File: src/rtl/crc32_pkg.sv
// Shared constants and FSM state type for the CRC-32 frame checker and the
// future generator block.
package crc32_pkg;

    localparam logic [31:0] CRC32_POLY_REFL = 32'hEDB88320;
    localparam logic [31:0] CRC32_INIT      = 32'hFFFFFFFF;
    localparam logic [31:0] CRC32_RESIDUE   = 32'hDEBB20E3;
    localparam int          CRC32_MIN_LEN   = 5;

    typedef enum logic [1:0] {
        ST_IDLE = 2'd0,
        ST_BUSY = 2'd1,
        ST_DONE = 2'd2
    } crc32_state_e;

endpackage

File: src/rtl/crc32_byte_step.sv
// One-byte reflected CRC-32 update: crc_out = (crc_in >> 8) ^ T[crc_in[7:0] ^ data].
// Computed bit-serially; this unrolls to the same XOR network as the table form.
module crc32_byte_step
    import crc32_pkg::*;
(
    input  logic [31:0] crc_in,
    input  logic [7:0]  data,
    output logic [31:0] crc_out
);

    logic [31:0] c;

    always_comb begin
        c = crc_in ^ {24'h000000, data};
        for (int i = 0; i < 8; i++) begin
            c = c[0] ? ((c >> 1) ^ CRC32_POLY_REFL) : (c >> 1);
        end
        crc_out = c;
    end

endmodule

File: src/rtl/crc32_check.sv
// Streaming CRC-32 frame checker: consumes frame bytes (FCS included) and holds a
// registered verdict until the consumer takes it. Optional error counter: CRC32_CHECK_ERRCNT_EN.
module crc32_check
    import crc32_pkg::*;
#(
    parameter int LEN_W = 16
) (
    input  logic             clk,
    input  logic             rst_n,
    input  logic             in_valid,
    output logic             in_ready,
    input  logic [7:0]       in_data,
    input  logic             in_last,
    output logic             res_valid,
    input  logic             res_ready,
    output logic             res_ok,
    output logic             res_short,
    output logic [LEN_W-1:0] res_len,
    output logic [31:0]      res_residue,
`ifdef CRC32_CHECK_ERRCNT_EN
    output logic [15:0]      err_cnt,
`endif
    output crc32_state_e     dbg_state_o
);

    // Both streams are valid/ready: a transfer happens on the rising edge where
    // valid && ready; the producer keeps its payload stable until then.

    localparam logic [LEN_W-1:0] MIN_LEN = LEN_W'(CRC32_MIN_LEN);

    crc32_state_e     state_q, state_d;
    logic [31:0]      crc_q, crc_d, crc_base, crc_step;
    logic [LEN_W-1:0] cnt_q, cnt_d, cnt_base, cnt_inc;
    logic             res_valid_q, res_valid_d;
    logic             res_ok_q, res_ok_d;
    logic             res_short_q, res_short_d;
    logic [LEN_W-1:0] res_len_q, res_len_d;
    logic [31:0]      res_residue_q, res_residue_d;
    logic             xfer, res_hs, frame_short;

    // FSM: state register
    always_ff @(posedge clk) begin
        if (!rst_n) begin
            state_q <= ST_IDLE;
        end else begin
            state_q <= state_d;
        end
    end

    // FSM: next state
    always_comb begin
        state_d = state_q;
        case (state_q)
            ST_IDLE, ST_BUSY: begin
                if (xfer) begin
                    state_d = in_last ? ST_DONE : ST_BUSY;
                end
            end
            ST_DONE: begin
                if (res_ready) begin
                    state_d = ST_IDLE;
                end
            end
            default: state_d = ST_IDLE;
        endcase
    end

    // FSM: outputs. Holding a result blocks input, so the DONE->IDLE cycle never accepts a byte.
    always_comb begin
        in_ready    = !res_valid_q;
        xfer        = in_valid && in_ready;
        res_hs      = res_valid_q && res_ready;
        dbg_state_o = state_q;
    end

    crc32_byte_step u_step (
        .crc_in  (crc_base),
        .data    (in_data),
        .crc_out (crc_step)
    );

    // The first byte of a frame starts from the init value, never from a stale register.
    always_comb begin
        crc_base    = (state_q == ST_BUSY) ? crc_q : CRC32_INIT;
        cnt_base    = (state_q == ST_BUSY) ? cnt_q : '0;
        cnt_inc     = (&cnt_base) ? cnt_base : cnt_base + LEN_W'(1);
        frame_short = (cnt_inc < MIN_LEN);
    end

    always_comb begin
        crc_d         = crc_q;
        cnt_d         = cnt_q;
        res_valid_d   = res_valid_q;
        res_ok_d      = res_ok_q;
        res_short_d   = res_short_q;
        res_len_d     = res_len_q;
        res_residue_d = res_residue_q;
        if (xfer) begin
            if (in_last) begin
                crc_d         = CRC32_INIT;
                cnt_d         = '0;
                res_valid_d   = 1'b1;
                res_len_d     = cnt_inc;
                res_residue_d = crc_step;
                res_short_d   = frame_short;
                res_ok_d      = !frame_short && (crc_step == CRC32_RESIDUE);
            end else begin
                crc_d = crc_step;
                cnt_d = cnt_inc;
            end
        end else if (res_hs) begin
            res_valid_d = 1'b0;
        end
    end

    always_ff @(posedge clk) begin
        if (!rst_n) begin
            crc_q         <= CRC32_INIT;
            cnt_q         <= '0;
            res_valid_q   <= 1'b0;
            res_ok_q      <= 1'b0;
            res_short_q   <= 1'b0;
            res_len_q     <= '0;
            res_residue_q <= '0;
        end else begin
            crc_q         <= crc_d;
            cnt_q         <= cnt_d;
            res_valid_q   <= res_valid_d;
            res_ok_q      <= res_ok_d;
            res_short_q   <= res_short_d;
            res_len_q     <= res_len_d;
            res_residue_q <= res_residue_d;
        end
    end

    assign res_valid   = res_valid_q;
    assign res_ok      = res_ok_q;
    assign res_short   = res_short_q;
    assign res_len     = res_len_q;
    assign res_residue = res_residue_q;

`ifdef CRC32_CHECK_ERRCNT_EN
    logic [15:0] err_cnt_q, err_cnt_d;

    // Counts rejected frames as they are handed off; sticks at all-ones.
    always_comb begin
        err_cnt_d = err_cnt_q;
        if (res_hs && !res_ok_q && (err_cnt_q != 16'hFFFF)) begin
            err_cnt_d = err_cnt_q + 16'd1;
        end
    end

    always_ff @(posedge clk) begin
        if (!rst_n) begin
            err_cnt_q <= 16'h0000;
        end else begin
            err_cnt_q <= err_cnt_d;
        end
    end

    assign err_cnt = err_cnt_q;
`endif

    a_res_stable: assert property (@(posedge clk) disable iff (!rst_n)
        (res_valid && !res_ready) |=> (res_valid && $stable({res_ok, res_short, res_len, res_residue})));

endmodule

File: config.mk
export PLATFORM = sky130hd
export DESIGN_NAME = crc32_check
export DESIGN_NICKNAME = d
export VERILOG_FILES = /design/src/rtl/crc32_pkg.sv /design/src/rtl/crc32_byte_step.sv /design/src/rtl/crc32_check.sv
export SDC_FILE = /design/constraint.sdc
export NUM_CORES = 1
export LEC_CHECK = 0
export BUFFER_PORTS_ARGS = -buffer_cell sky130_fd_sc_hd__buf_2
export CORE_MARGIN = 5
export CORE_UTILIZATION = 50
export DETAILED_ROUTE_END_ITERATION = 8
export PLACE_DENSITY = 0.69
export SYNTH_ARGS = -nofsm -noshare
export SYNTH_HDL_FRONTEND = slang
export SYNTH_SLANG_ARGS = --single-unit
File: constraint.sdc
create_clock -name clk -period 3 [get_ports clk]
set_input_delay 0.6 -clock clk [delete_from_list [all_inputs] [get_ports clk]]
set_output_delay 0.6 -clock clk [all_outputs]
set_load 0.01 [all_outputs]
==> run metrics <==
CORE AREA=10700 sq um; num rows=38; Setup Buffers After CTS=0; Area Overhead vs Synth=16.8%; area leader, netlist=dfxtp_1; main combinational cell family by area after synthesis=XOR/XNOR gates; Post-synth ARST share=0%; Worst Hold Path Cells=2; Final ANT Viol Nets=0; Slew headroom=16.3%; Chip Height=114 microns; startpoint types=flip-flop; placed cells=835; sequential share of the synthesized area=37.2%; Net Sw Power=1.06 mW; post-CTS resize count=1; Final Hold Viols=0; post-detail-place hpwl=11.3 mm; DIE AREA=13100 sq um; actual slew at the worst max-slew pin=1.25 ns; commonest non-fill, non-tap cell in the layout=dfxtp_1; initial antenna violation count=0; CTS H-tree depth=3; max_cap viols=0; ys flop type=dfxtp_1; Worst EP required=3.33 ns; slowest stage cell, crit path=dfxtp_1; post-synthesis register bit count=101; layout cell share with drive strength beyond 1=21.7%; via count=4736; IO buf count=66; Crit path depth=12; Net Sw Frac=31.6%; root buffer cell=clkbuf_8; crit-path max cell delay=0.42 ns; Post-synth EDFFs=0; first-pass GRT wire length=23.9 mm; Placer Congestion=0.962; post-route cell area=6350 sq um; critical path endpoint category=flip-flop; crit share post-route=96.2%; Setup Skew=0.00759 ns; number of CTS-inserted buffers=9; GRT overflow=0; Die W=114 microns; Nets=721; Seq pwr share=45.0%; cell area after synthesis=5440 sq um; fill cell count=1003; CP Buf/Inv Count=1; area share of the largest cell type after synthesis=37.2%; # DRC=0; most frequent cells in the layout=dfxtp_1, nand2_1, xnor2_1, buf_2, nor2_1; post-synthesis simple-gate area fraction=19.7%; RSZ-0062 raised after global routing=no; overall routing resource usage=23.7%; Int Power=2.29 mW; Clock transition at path regs=0.09 ns; Initial Util=50.6%; kind of cell adding the most delay to the critical path=simple AND/OR/NAND/NOR gates; pwr dens=527 nW/um^2; Clk Latency, worst-skew pair=0.38 ns; DP Area=6150 sq um; Clk network pwr share=25.3%; syn_nets=646; Static Leak=2.56 nW; final period demand of the worst path=2.89 ns; FF-to-FF path depth=12; final WL=15.1 mm; IR drop worst, VDD=0.000371 V; # IOs=67; top cells by area, synth=dfxtp_1, xnor2_1, nand2_1; DRT Pass-1 Iters=6; worst-path fanout max=5; Critical Path Most Common Cell=nor2_1; DR iter-0 viols=382; post-synthesis compound-gate area fraction=16.2%; largest net degree at the start of global routing=70; crit path DAT=3.22 ns; post-layout util=59.1%; hold crit path type=flip-flop to flip-flop; Yosys cell types=56; critical-path cell list=nor2b_2 -> and2_1 -> ha_1 -> nand3_1 -> nor2_1 -> and4b_1 -> a31oi_1 -> nor2_1 -> nand4_1 -> nor4_2 -> buf_4 -> a22o_1; final hold slack=0.449 ns; average size of a mapped cell=8.62 sq um; via density per instance=5.57; status=complete, no violations; Total Power=3.35 mW; mux contribution to synthesized area=0.368%; Non-Filler Instances=851; vias in the first global route=4466; final setup violating endpoints=0; Comb pwr share=29.7%; Post-Synth Adder-Cell Area=0.460%; cts hold-fix bufs=0; Post-Synth XOR/XNOR Area=22.1%; cell count after synthesis=631; Syn. warnings=0; WS Path Type=flip-flop to flip-flop; Num Clock Sinks=101; CTS tree=yes; Max Freq=346 MHz; CTS max path bufs=2; max-slew violation count=0; per-cell routed wire length=17.8 microns; n_diodes=0
## through the flow
step | setup TNS, ns | worst slack, ns
floorplan | 0 | 0.0261
global route | 0 | 0.00150
finish | 0 | 0.113
global placement | 0 | 0.0495
CTS | 0 | 0.0329
detailed placement | -0.0184 | -0.0184
## power groups by stage
stage,registers (mW),clock network (mW),logic [mW]
6_report,1.51,0.846,0.994
5_1_grt,1.52,0.927,1.08
4_1_cts,1.51,0.872,0.995
3_5_place_dp,1.54,0,0.988
3_3_place_gp,1.53,0,0.984
2_1_floorplan,1.53,0,0.646
## tightest hold or removal path, delay by kind of cell (launching register included)
kind               cells  cell delay (ns)
and+or+nand+nor        1             0.05
DFF                    1             0.31
AOI/OAI and AO/OA      1             0.05
## cell type report
| cell class | instances | area (sq um) | share of cell area [%] |
|---|---|---|---|
| multi-input cells | 475 | 3240 | 51.0 |
| flip-flops and latches | 101 | 2020 | 31.8 |
| well taps | 140 | 175 | 2.76 |
| inverters | 4 | 15.0 | 0.236 |
| repair buffers | 115 | 711 | 11.2 |
| clock buffers | 16 | 190 | 2.99 |
## synthesized netlist by cell type (all sizes together), types with 5 or more instances
cell	count
nand2	99
o211ai	30
xnor3	12
and3	5
a21oi	13
clkbuf	42
xor2	21
dfxtp	101
nor2b	17
o21ai	49
nor3	9
nand3b	6
nor2	51
a31oi	5
buf	9
xnor2	77
a22oi	10
nand3	7
a22o	12
nand4	10
## flip-flops by register name, summed over array words and instances, names as in the netlist
name,flops
cnt_q,16
crc_q,32
dbg_state_o,2
res_len,16
res_ok,1
res_residue,32
res_short,1
res_valid,1
## final timing paths
| kind | start | to | slack [ns] |
|---|---|---|---|
| worst max-delay path | dbg_state_o[0] | res_short | 0.11 |
| worst min-delay path | res_residue[20] | res_residue[20] | 0.45 |
| worst max register to register | dbg_state_o[0] | res_short | 0.11 |
| worst min register to register | res_residue[20] | res_residue[20] | 0.45 |
## layer usage
layer  wire [microns]  up-vias  part of all wire, %  GRT usage, %
met3             1010       17                  6.7          3.59
met5                0        -                    0             0
met2             6150      173                   41          32.4
met4              248        0                  1.6          8.16
li1                 -     2313                    -             -
met1             7710     2233                   51          37.5
## logic make-up (layout without fill, tap and decap cells)
family / after synthesis / after routing
XOR/XNOR: 110 / 110
buffers and inverters: 55 / 135
flip-flops: 101 / 101
AO/OA/AOI/OAI: 135 / 135
adder cells (fa/ha/maj): 2 / 2
AND/OR/NAND/NOR: 226 / 226
multiplexers: 2 / 2
(Power assumes the default switching activity.)
